File: src/rtl/fb_arbiter.sv
// fb_arbiter: single-port framebuffer arbiter between scanout reader and host writer.
// Ports:
//   i_clk, i_rstn              pixel clock, async active-low reset
//   i_vblank                   vertical blanking (writer priority while high)
//   i_rd_req/i_rd_addr         scanout read request, o_rd_gnt accept strobe
//   o_rd_valid/o_rd_data       read data return, two cycles after grant
//   i_wr_req/i_wr_addr/i_wr_data  host write request, o_wr_gnt accept strobe
//   o_mem_*                    registered single-port RAM command
//   i_mem_rdata                RAM read data, one cycle after a read command
module fb_arbiter #(
  parameter int ADDR_W       = 12,
  parameter int DATA_W       = 16,
  parameter int STARVE_LIMIT = 8
) (
  input  logic              i_clk,
  input  logic              i_rstn,
  input  logic              i_vblank,
  input  logic              i_rd_req,
  input  logic [ADDR_W-1:0] i_rd_addr,
  output logic              o_rd_gnt,
  output logic              o_rd_valid,
  output logic [DATA_W-1:0] o_rd_data,
  input  logic              i_wr_req,
  input  logic [ADDR_W-1:0] i_wr_addr,
  input  logic [DATA_W-1:0] i_wr_data,
  output logic              o_wr_gnt,
  output logic              o_mem_en,
  output logic              o_mem_we,
  output logic [ADDR_W-1:0] o_mem_addr,
  output logic [DATA_W-1:0] o_mem_wdata,
  input  logic [DATA_W-1:0] i_mem_rdata
);
  typedef enum logic [1:0] {S_VIDEO, S_BLANK, S_FORCE} state_t;
  localparam logic [7:0] LIMIT = 8'(STARVE_LIMIT);
  state_t            state_q, state_d;
  logic [7:0]        cnt_q, cnt_d;
  logic              mem_en_q, mem_we_q, rd_valid_q;
  logic [ADDR_W-1:0] mem_addr_q;
  logic [DATA_W-1:0] mem_wdata_q;
  always_comb begin
    o_rd_gnt = i_rstn && i_rd_req && (state_q == S_VIDEO || (state_q == S_BLANK && !i_wr_req));
    o_wr_gnt = i_rstn && i_wr_req && (state_q != S_VIDEO || !i_rd_req);
    // Only a denied writer in video mode accumulates; every other case clears.
    cnt_d = (state_q == S_VIDEO && i_wr_req && !o_wr_gnt) ? (cnt_q == LIMIT ? cnt_q : cnt_q + 8'd1) : 8'd0;
    // cnt_d can reach LIMIT only from S_VIDEO, so force outranks vblank and
    // the other states simply follow i_vblank.
    state_d = cnt_d == LIMIT ? S_FORCE : i_vblank ? S_BLANK : S_VIDEO;
  end
  always_ff @(posedge i_clk or negedge i_rstn) begin
    if (!i_rstn) begin
      state_q     <= S_VIDEO;
      cnt_q       <= 8'd0;
      mem_en_q    <= 1'b0;
      mem_we_q    <= 1'b0;
      mem_addr_q  <= '0;
      mem_wdata_q <= '0;
      rd_valid_q  <= 1'b0;
    end else begin
      state_q    <= state_d;
      cnt_q      <= cnt_d;
      mem_en_q   <= o_rd_gnt | o_wr_gnt;
      mem_we_q   <= o_wr_gnt;
      mem_addr_q <= o_wr_gnt ? i_wr_addr : o_rd_gnt ? i_rd_addr : mem_addr_q;
      mem_wdata_q <= o_wr_gnt ? i_wr_data : mem_wdata_q;
      // RAM data lands the cycle after a read command; flag it then.
      rd_valid_q <= mem_en_q & ~mem_we_q;
    end
  end
  assign o_mem_en    = mem_en_q;
  assign o_mem_we    = mem_we_q;
  assign o_mem_addr  = mem_addr_q;
  assign o_mem_wdata = mem_wdata_q;
  assign o_rd_valid  = rd_valid_q;
  assign o_rd_data   = i_mem_rdata;
endmodule

File: config.mk
export PLATFORM = sky130hd
export DESIGN_NAME = fb_arbiter
export DESIGN_NICKNAME = d
export VERILOG_FILES = /design/src/rtl/fb_arbiter.sv
export SDC_FILE = /design/constraint.sdc
export NUM_CORES = 1
export LEC_CHECK = 0
export ABC_AREA = 1
export CAP_MARGIN = 20
export CELL_PAD_IN_SITES_DETAIL_PLACEMENT = 2
export CELL_PAD_IN_SITES_GLOBAL_PLACEMENT = 2
export CORE_MARGIN = 10
export CORE_UTILIZATION = 18
export CTS_CLUSTER_DIAMETER = 120
export DETAILED_ROUTE_END_ITERATION = 6
export HOLD_SLACK_MARGIN = 0.05
export PLACE_DENSITY = 0.76
export SLEW_MARGIN = 10
export SYNTH_ARGS = -nofsm -noshare
export SYNTH_HDL_FRONTEND = slang
export SYNTH_SLANG_ARGS = --single-unit
File: constraint.sdc
create_clock -name i_clk -period 1.45 [get_ports i_clk]
set_input_delay 0.29 -clock i_clk [delete_from_list [all_inputs] [get_ports i_clk]]
set_output_delay 0.29 -clock i_clk [all_outputs]
set_load 0.05 [all_outputs]
==> impl_metrics.csv <==
group,metric,value,unit
run_status,outcome,"complete, but fails checks",
run_status,failing_checks,"negative setup slack",
routing,drt-pass1-iter-count,3,
placement,preCtsSetupSlack,-287,ps
timing,finalSetupViolations,3,
die,rows,38,
timing,setup_tns,-125,ps
final_layout,final_layout_size_suffix_gt1_frac,0.307,
routing,routed_metal_1_wirelength,2.84,mm
setup_path,cp.required,1160,ps
grt,grt_first_pass_wirelength,12.7,mm
cts,clk-insertion-delay-late,280,ps
timing,grt_setup_unrepaired,"true",
timing,max_slew.worst_pin.slew,519,ps
setup_path,startpoint_type,"register",
grt,globalRouteTotalUtil,0.0979,
final_layout,antenna_cells,0,
power,static-leakage-power,1.70,nW
timing,timing.final.crit_share,1.04,
cts,number_of_buffers_on_the_longest_clock_path,2,
routing,post_drt_via_cell_ratio,4.10,
placement,placement_stage_cell_area,0.00332,mm²
cts,numCtsBuffers,5,
run,cap_violations,0,
cts,cts_root_buffer,"sky130_fd_sc_hd__clkbuf_16",
grt,maximum_number_of_pins_on_one_net_before_global_route_repair,40,
yosys,synthesis.yosys.warnings,0,
yosys,synthTopCellsByArea,"sky130_fd_sc_hd__dfrtp_1 51%, sky130_fd_sc_hd__nand2_1 14%, sky130_fd_sc_hd__buf_4 6.3%, sky130_fd_sc_hd__nand3_1 4.4%, sky130_fd_sc_hd__nor2_1 4.3%",
cts,htree_num_levels,2,
setup_path,regToRegSetupSlack,-40,ps
timing,timing.slew.headroom,0.654,
final_layout,finish.utilization,0.334,
yosys,syn_area,0.00203,mm²
power,vdd_ir_drop_max,0.432,mV
placement,dp.final_hpwl,6.29,mm
cts,tritoncts,"built",
power,seq_power_share,0.356,
cts,clkSinkCount,41,
setup_path,cells_on_worst_reg2reg_path,8,
power,net-switching-power,1.37,mW
die,fp.coreArea,0.0109,mm²
power,combinationalPowerShare,0.381,
timing,total_count_of_max_transition_violations_in_the_final_report,0,
power,internal-power,2.67,mW
setup_path,worst-endpoint-arrival,1220,ps
routing,drt_drc_violations_left,0,
final_layout,fin_area,0.00365,mm²
power,power_dens_cells,1110,mW/mm²
die,floorplan.io_pins,110,
grt,grt_antenna_before_repair,0,
power,netSwitchingFraction,0.339,
routing,topRoutingLayerUsed,"met4",
setup_path,regToRegStartpoint,"cnt_q[0]",
yosys,synth.ff_latch_count,41,
routing,drt-initial-drc-count,52,
yosys,ys_seq_area_frac,0.506,
yosys,postSynthAreaPerCell,8.15,µm²
routing,met2RoutedLength,4.24,mm
setup_path,end_kind,"output pin",
power,clockPowerShare,0.263,
placement,place_congestion,0.781,
die,design.die.area,0.0159,mm²
routing,vias,1963,
timing,period_needed,1510,ps
setup_path,crit_chain,"nor2_4 > nand2_4 > nand2_4 > inv_4 > buf_12",
routing,routed_wire_length_per_instance,16.3,µm
timing,final_setup_slack_of_the_worst_path,-58.4,ps
cts,cts.reportedPaths.clkPinSlew,60,ps
timing,finalHoldViolCount,0,
yosys,synth_cells,249,
setup_path,cp_max_fo,2,
routing,antenna_violating_nets_post_route,0,
yosys,yosys.area.top_type_share,0.506,
timing,layout_skew,3.13,ps
timing,achievable-frequency,663,MHz
yosys,synthDominantAreaCellType,"sky130_fd_sc_hd__dfrtp_1",
timing,worst_hold_slack,161,ps
setup_path,r2r_end,"state_q[0]",
die,floorplan.die.width,126,µm
final_layout,nNetsFinal,401,
routing,post_route_wl,7.83,mm
setup_path,worst_path_most_repeated_cell,"sky130_fd_sc_hd__nand2_4",
final_layout,layout_overhead_on_the_synthesized_area,79.8,%
grt,grt_pass1_vias,2381,
grt,globalRoute.totalOverflow,0,
setup_path,timing.critical_path.slowest_stage_cell,"sky130_fd_sc_hd__dfrtp_1",
die,dieHeight,126,µm
yosys,synth_fp_nets,312,
routing,met3WireLength,708,µm
yosys,synth_cell_type_count,24,
placement,io_buffer_count,77,
die,floorplan.initialDensity,0.186,
hold_path,hold_path_class,"in -> async",
setup_path,cp_slowest_stage_delay,410,ps
setup_path,criticalPathCategory,"reg -> out",
## worst max path at each step
stage               endpoint        from  cells after the start
2_1_floorplan     state_q[0]    cnt_q[0]                      9
3_3_place_gp        o_wr_gnt    i_wr_req                      6
3_5_place_dp   o_mem_addr[8]    i_wr_req                      7
4_1_cts             o_wr_gnt  state_q[0]                      5
5_1_grt           state_q[0]    cnt_q[0]                      9
6_report            o_wr_gnt  state_q[0]                      5
## through the flow
stage / power, mW / std cells
2_1_floorplan: 2.16 / 249
3_3_place_gp: 2.94 / 463
3_5_place_dp: 2.98 / 463
4_1_cts: 4.10 / 478
5_1_grt: 4.26 / 479
6_report: 4.04 / 479
## cell usage in the layout, fill, tap and decap left out, drive strengths merged, types with 2 or more instances in the layout
| cell type | n |
|---|---|
| dfrtp | 41 |
| ha | 2 |
| clkdlybuf4s50 | 41 |
| clkbuf | 6 |
| dlygate4sd2 | 2 |
| nor2 | 25 |
| inv | 20 |
| o21ai | 26 |
| a21oi | 2 |
| buf | 63 |
| nand4 | 3 |
| nand2 | 80 |
| clkinv | 2 |
| nand3 | 19 |
## what timing repair did
action                                  in CTS  in global routing
endpoints found under the setup margin       8                 24
buffers inserted                             8                  1
endpoints found under the hold margin        2                  0
hold buffers                                 1                  0
resized for setup                           21                 24
pin swaps                                   16                  4
## registers in the layout (all words and copies together), names as in the netlist
register,cells
state_q,2
o_rd_valid,1
o_mem_en,1
cnt_q,8
o_mem_addr,12
o_mem_we,1
o_mem_wdata,16
## critical path, delay by kind of cell, from the launching register on
kind / cells / cell delay (ps)
AND/OR/NAND/NOR: 3 / 340
flip-flops: 1 / 410
buffers and inverters: 2 / 190
## layer usage
layer,track usage,vias to the layer above
met2,0.182,56
li1,-,942
met5,0,-
met1,0.0961,960
met4,0.0188,0
met3,0.0482,5
## cell families (layout without fill, tap and decap cells)
family	after synthesis	after routing	share of synthesized area
AO/OA/AOI/OAI	29	29	0.0802
XOR/XNOR	2	2	0.00863
adder cells (fa/ha/maj)	2	2	0.0123
buffers and inverters	45	135	0.119
flip-flops	41	41	0.506
AND/OR/NAND/NOR	130	130	0.274
## power by group through the flow
stage | combinational (mW) | sequential [mW] | clock (mW)
2_1_floorplan | 0.327 | 1.83 | 0
3_3_place_gp | 1.49 | 1.45 | 0
3_5_place_dp | 1.52 | 1.46 | 0
4_1_cts | 1.54 | 1.44 | 1.11
5_1_grt | 1.63 | 1.46 | 1.16
6_report | 1.54 | 1.44 | 1.06
## cell type report
class	instances	area (µm²)
clock buffers	6	129
clock inverters	2	10.0
fillers	1207	7290
inverters	20	77.6
multi-input cells	163	847
flip-flops and latches	41	1030
well taps	140	175
repair buffers	107	1380
## cell usage after synthesis
cell / instances
sky130_fd_sc_hd__a21oi_4: 1
sky130_fd_sc_hd__buf_4: 17
sky130_fd_sc_hd__nor3_1: 1
sky130_fd_sc_hd__nand3b_1: 1
sky130_fd_sc_hd__o21ai_0: 12
sky130_fd_sc_hd__nand2_2: 3
sky130_fd_sc_hd__nand4_1: 3
sky130_fd_sc_hd__a21oi_2: 1
sky130_fd_sc_hd__o21ai_1: 14
sky130_fd_sc_hd__and2_4: 1
sky130_fd_sc_hd__nand2_1: 77
sky130_fd_sc_hd__nor2_1: 23
sky130_fd_sc_hd__xnor2_1: 1
sky130_fd_sc_hd__clkbuf_1: 1
sky130_fd_sc_hd__nand3_1: 18
sky130_fd_sc_hd__inv_1: 18
sky130_fd_sc_hd__nand3_2: 1
sky130_fd_sc_hd__nor2_4: 2
sky130_fd_sc_hd__xor2_1: 1
sky130_fd_sc_hd__inv_2: 2
sky130_fd_sc_hd__ha_1: 2
sky130_fd_sc_hd__dfrtp_1: 41
sky130_fd_sc_hd__o21bai_1: 1
sky130_fd_sc_hd__buf_2: 7
Note: power is estimated with default switching activity, not from simulation.
